$ cat src/rtl/rgb2ycbcr_pipe.sv
// rgb2ycbcr_pipe: RGB888 -> BT.601 full-range YCbCr444 converter with per-frame pixel count.
// Latency: 3 cycles from an accepted iValid to the matching oValid.
// Backpressure: none; the pipeline advances every cycle and bubbles pass through uncounted.
//
// Ports:
//   clk, reset           single clock, synchronous active-high reset
//   iR/iG/iB, iValid     input pixel and its qualifier
//   oY/oCb/oCr, oValid   converted pixel (holds last value when oValid=0)
//   oDone                one-cycle pulse with the last pixel of each width*height frame
//   oLumaSum             frame luma total, only when LUMA_SUM_EN is defined
module rgb2ycbcr_pipe #(
    parameter int width  = 320,
    parameter int height = 240
) (
    input  logic        clk,
    input  logic        reset,
    input  logic [7:0]  iR,
    input  logic [7:0]  iG,
    input  logic [7:0]  iB,
    input  logic        iValid,
    output logic [7:0]  oY,
    output logic [7:0]  oCb,
    output logic [7:0]  oCr,
    output logic        oValid,
`ifdef LUMA_SUM_EN
    output logic [31:0] oLumaSum,
`endif
    output logic        oDone
);

    localparam logic [31:0] LAST_PIX = 32'(width * height - 1);

    // Zero-extend inputs into the signed product domain.
    logic signed [17:0] r_s, g_s, b_s;
    assign r_s = {10'd0, iR};
    assign g_s = {10'd0, iG};
    assign b_s = {10'd0, iB};

    // Stage 1: nine Q8 products.
    logic               v1_q;
    logic signed [17:0] yr_q, yg_q, yb_q;
    logic signed [17:0] br_q, bg_q, bb_q;
    logic signed [17:0] rr_q, rg_q, rb_q;

    // Stage 2: rounded sums. 18 bits suffice: Y peaks at 65408, chroma stays within +/-32768.
    logic               v2_q;
    logic signed [17:0] ysum_q, cbsum_q, crsum_q;

    // Stage 3 combinational: floor shift, chroma offset, clamp.
    logic signed [17:0] y_sh, cb_sh, cr_sh;
    logic [7:0]         y_d, cb_d, cr_d;

    logic [31:0]        cnt_q;
`ifdef LUMA_SUM_EN
    logic [31:0]        acc_q;
`endif

    function automatic logic [7:0] clamp8(input logic signed [17:0] v);
        if (v < 18'sd0)
            return 8'd0;
        else if (v > 18'sd255)
            return 8'd255;
        else
            return v[7:0];
    endfunction

    always_comb begin
        y_sh  = ysum_q  >>> 8;
        cb_sh = (cbsum_q >>> 8) + 18'sd128;
        cr_sh = (crsum_q >>> 8) + 18'sd128;
        y_d   = clamp8(y_sh);
        // Saturated blue/red land on 256 after the offset, hence the clamp.
        cb_d  = clamp8(cb_sh);
        cr_d  = clamp8(cr_sh);
    end

    always_ff @(posedge clk) begin
        if (reset) begin
            v1_q    <= 1'b0;
            yr_q    <= '0; yg_q <= '0; yb_q <= '0;
            br_q    <= '0; bg_q <= '0; bb_q <= '0;
            rr_q    <= '0; rg_q <= '0; rb_q <= '0;
            v2_q    <= 1'b0;
            ysum_q  <= '0;
            cbsum_q <= '0;
            crsum_q <= '0;
            oY      <= '0;
            oCb     <= '0;
            oCr     <= '0;
            oValid  <= 1'b0;
            oDone   <= 1'b0;
            cnt_q   <= '0;
`ifdef LUMA_SUM_EN
            acc_q    <= '0;
            oLumaSum <= '0;
`endif
        end else begin
            // Stage 1
            v1_q <= iValid;
            yr_q <= r_s * 18'sd77;
            yg_q <= g_s * 18'sd150;
            yb_q <= b_s * 18'sd29;
            br_q <= r_s * (-18'sd43);
            bg_q <= g_s * (-18'sd85);
            bb_q <= b_s * 18'sd128;
            rr_q <= r_s * 18'sd128;
            rg_q <= g_s * (-18'sd107);
            rb_q <= b_s * (-18'sd21);

            // Stage 2: +128 so the later floor shift rounds to nearest.
            v2_q    <= v1_q;
            ysum_q  <= yr_q + yg_q + yb_q + 18'sd128;
            cbsum_q <= br_q + bg_q + bb_q + 18'sd128;
            crsum_q <= rr_q + rg_q + rb_q + 18'sd128;

            // Stage 3: outputs only update on valid slots.
            oValid <= v2_q;
            oDone  <= 1'b0;
            if (v2_q) begin
                oY  <= y_d;
                oCb <= cb_d;
                oCr <= cr_d;
                if (cnt_q == LAST_PIX) begin
                    oDone <= 1'b1;
                    cnt_q <= '0;
                end else begin
                    cnt_q <= cnt_q + 32'd1;
                end
`ifdef LUMA_SUM_EN
                // Frame total includes the last pixel; accumulator restarts for the next frame.
                if (cnt_q == LAST_PIX) begin
                    oLumaSum <= acc_q + {24'd0, y_d};
                    acc_q    <= '0;
                end else begin
                    acc_q    <= acc_q + {24'd0, y_d};
                end
`endif
            end
        end
    end

endmodule

$ cat config.mk
export PLATFORM = sky130hd
export DESIGN_NAME = rgb2ycbcr_pipe
export DESIGN_NICKNAME = d
export VERILOG_FILES = /design/src/rtl/rgb2ycbcr_pipe.sv
export SDC_FILE = /design/constraint.sdc
export NUM_CORES = 1
export LEC_CHECK = 0
export ABC_AREA = 1
export CORE_MARGIN = 2
export CORE_UTILIZATION = 29
export CTS_BUF_LIST = sky130_fd_sc_hd__clkbuf_16
export DETAILED_ROUTE_END_ITERATION = 7
export PLACE_DENSITY_LB_ADDON = 0.15
export REMOVE_ABC_BUFFERS = 1
export SLEW_MARGIN = 20
export SYNTH_ARGS = -nofsm -noshare
export SYNTH_HDL_FRONTEND = slang
export SYNTH_SLANG_ARGS = --single-unit
$ cat constraint.sdc
create_clock -name clk -period 4.75 [get_ports clk]
set_clock_uncertainty 0.2 [all_clocks]
set_input_delay 0.7125 -clock clk [delete_from_list [all_inputs] [get_ports clk]]
set_output_delay 0.7125 -clock clk [all_outputs]
set_load 0.01 [all_outputs]
==> results.cfg <==
[status]
status = completed

[routing]
drcViolationCount = 0
drt_wl_total_um = 47700
drt-initial-drc-count = 614
vias = 14900
wl_per_cell_um = 14.4
ant_nets = 0
via_per_inst = 4.52
drt_pass1_iterations = 5

[clock_tree]
cts.sinks = 202
post_cts_buffers = 0
cts_buffers = 27
cts_tree = built
clock-root-buffer = clkbuf_16
ctsResizeCount = 0
htree_levels = 1
clk_latency_ns = 0.57
hold_buffers = 0
path_clk_slew_ns = 0.06
cts.path.max_buffers = 3

[global_routing]
overflow = 0
grt_antenna_before_repair = 5
grt_pass1_vias = 15500
grt_util_all_layers_pct = 15.4
grt_max_degree = 101
grt_pass1_wl_um = 79300

[timing]
tns_ns = 0
rsz0062_at_grt = false
fmax_mhz = 245
setup_viol = 0
period_needed_ns = 4.08
setup_slack_ns = 0.667
whs_ns = 0.219
period_share_pct = 86.0
slew_viol_final = 0
worst_slew_pin_slew_ns = 0.837
finalHoldViolations = 0
slew_headroom_pct = 44.2

[pwr]
power.density_mw_per_mm2 = 458
p_leak_nw = 10.4
total_power_mw = 9.40
ir_drop_uv = 269

[finish]
final_cells = 3303
drive_gt1_share_pct = 4.46
area_growth_pct = 14.1
multiInputGateArea_mm2 = 0.0124
final_nets = 2980
ff_latch_area_mm2 = 0.00404
fillers = 6567
design_area_mm2 = 0.0205
fin_util_pct = 33.4

[synth]
syn_inst = 2398
avgSynthCellArea_um2 = 7.50
yosys_warnings = 0
synth_seq_cells = 202
syn_area_mm2 = 0.0180
ys_types = 38
ys_seq_area_share_pct = 22.5

[floorplan]
dieHeight_um = 253
die_w_um = 253
die_area_mm2 = 0.0641
core_area_mm2 = 0.0615
row_count = 91
initial_core_util_pct = 29.3
io_pins = 53

[placement]
portBuffers = 52
pre_cts_ws_ns = 0.115
placed_cell_area_mm2 = 0.0197
hpwlAfterDp_um = 39800
placedCellCount = 3253
place.gp.congestion = 0.903

[worst_hold_path]
hp-class = reg2reg
hold_start = v1_q$_SDFF_PP0_
hold_depth = 2
min_to = v2_q$_SDFF_PP0_

[worst_setup_path]
arrival_ns = 4.38
rrSetupSlack_ns = 1.95
rr_endpoint = crsum_q[13]$_SDFF_PP0_
required_ns = 5.05
rr_worst_depth = 11
startpoint_type = primary input
critPathCaptureType = flip-flop
crit_fanout = 5
crit_type = in2reg
r2r_start = br_q[1]$_SDFF_PP0_

[run]
cap_viol_max_count = 0
-- registers in the layout, summed over array words and instances, names as in the netlist, 10 cells and up --
signal / count
cnt_q: 32
bg_q: 17
br_q: 16
rg_q: 16
rb_q: 14
yg_q: 12
yr_q: 12
yb_q: 11
cbsum_q: 10
crsum_q: 10
ysum_q: 10
-- Yosys cell counts (all sizes together) --
cell type    n  area share (%)
inv        372             7.8
xnor2        2           0.097
ha         362              25
o21a        11            0.46
and3         2           0.070
nand3      117             3.3
nand3b       2           0.083
nand4       12            0.50
clkbuf      13            0.27
and2         4            0.14
o21ai       90             2.5
a21oi      200             5.6
a21boi       2           0.083
xor2         8            0.39
nor4         2           0.070
a21o        10            0.42
o211ai       1           0.070
o21bai      13            0.54
or2          1           0.035
nor3        18            0.65
nor2       330             7.1
dfxtp      202              22
fa          99              11
a31oi        4            0.14
nand2      504              11
nor3b        4            0.17
buf         13            0.34
-- report_power, final --
group          leakage [nW]  total (mW)  internal, mW  switching, mW
registers              1.67        2.32          2.06          0.253
logic                  8.37        5.17          1.90           3.27
clock network         0.403        1.91          1.09          0.823
total                  10.4        9.40          5.05           4.34
-- layer usage --
layer	track usage [%]	wire length, µm	up-vias
met5	0	53	-
met4	3.33	970	8
met3	2.26	1470	54
met2	27.5	22900	157
met1	19.4	22300	6822
li1	-	-	7900
-- placed cells by master, fill, tap and decap left out, types with 3 or more instances in the layout --
cell and instances:
nand4_1 11, nor2_2 6, o21ai_0 89, nand2_1 498, nor3_1 15, buf_4 39, xor2_1 8, a21oi_1 200
nor2_4 3, dfxtp_1 202, and2_1 4, clkbuf_16 27, nand3_1 115, nand2_2 6, o21a_1 11, clkinv_2 7
clkinvlp_4 6, a31oi_1 4, nor3b_1 4, clkdlybuf4s50_1 51, o21bai_1 13, clkinv_1 3, fa_1 99, a21o_1 10
inv_2 5, inv_1 369, ha_1 362, nor2_1 321
-- cell type report --
type,count,area share (%)
inverters,372,6.80
well taps,790,4.81
clock inverters,22,0.756
repair buffers,91,4.01
flip-flops and latches,202,19.7
clock buffers,27,3.29
diodes,1,0.0122
multi-input cells,1798,60.6
-- cells by family after synthesis --
| kind of cell | count (synthesis) | synth area share [%] |
|---|---|---|
| AOI/OAI and AO/OA | 331 | 9.78 |
| xor gates and xnor gates | 10 | 0.487 |
| adders and majority gates | 461 | 36.2 |
| buffers and inverters | 398 | 8.37 |
| DFF | 202 | 22.5 |
| and+or+nand+nor | 996 | 22.7 |
-- worst max-delay path, stage by stage --
cell and delay, ns:
clkdlybuf4s50_1 0.63, ha_1 0.34, fa_1 0.48, fa_1 0.51
inv_1 0.05, fa_1 0.47, ha_1 0.36, a21oi_1 0.20
o21ai_0 0.15, nand2_1 0.08, nand3_1 0.11, nand2_1 0.09
nand2_1 0.05, nor2_1 0.12
-- how the worst max path moves through the flow --
stage | slack, ns | to | depth (start not counted) | from
detailed placement | 0.11 | rg_q[13]$_SDFF_PP0_ | 14 | iG[6]
global route | 0.42 | rg_q[10]$_SDFF_PP0_ | 15 | iG[5]
finish | 0.67 | rg_q[13]$_SDFF_PP0_ | 14 | iG[6]
global placement | 0.16 | bg_q[13]$_SDFF_PP0_ | 16 | iG[1]
CTS | 0.72 | bg_q[13]$_SDFF_PP0_ | 16 | iG[1]
floorplan | 0.83 | bg_q[9]$_SDFF_PP0_ | 14 | iG[1]
Note: power is estimated with default switching activity, not from simulation.
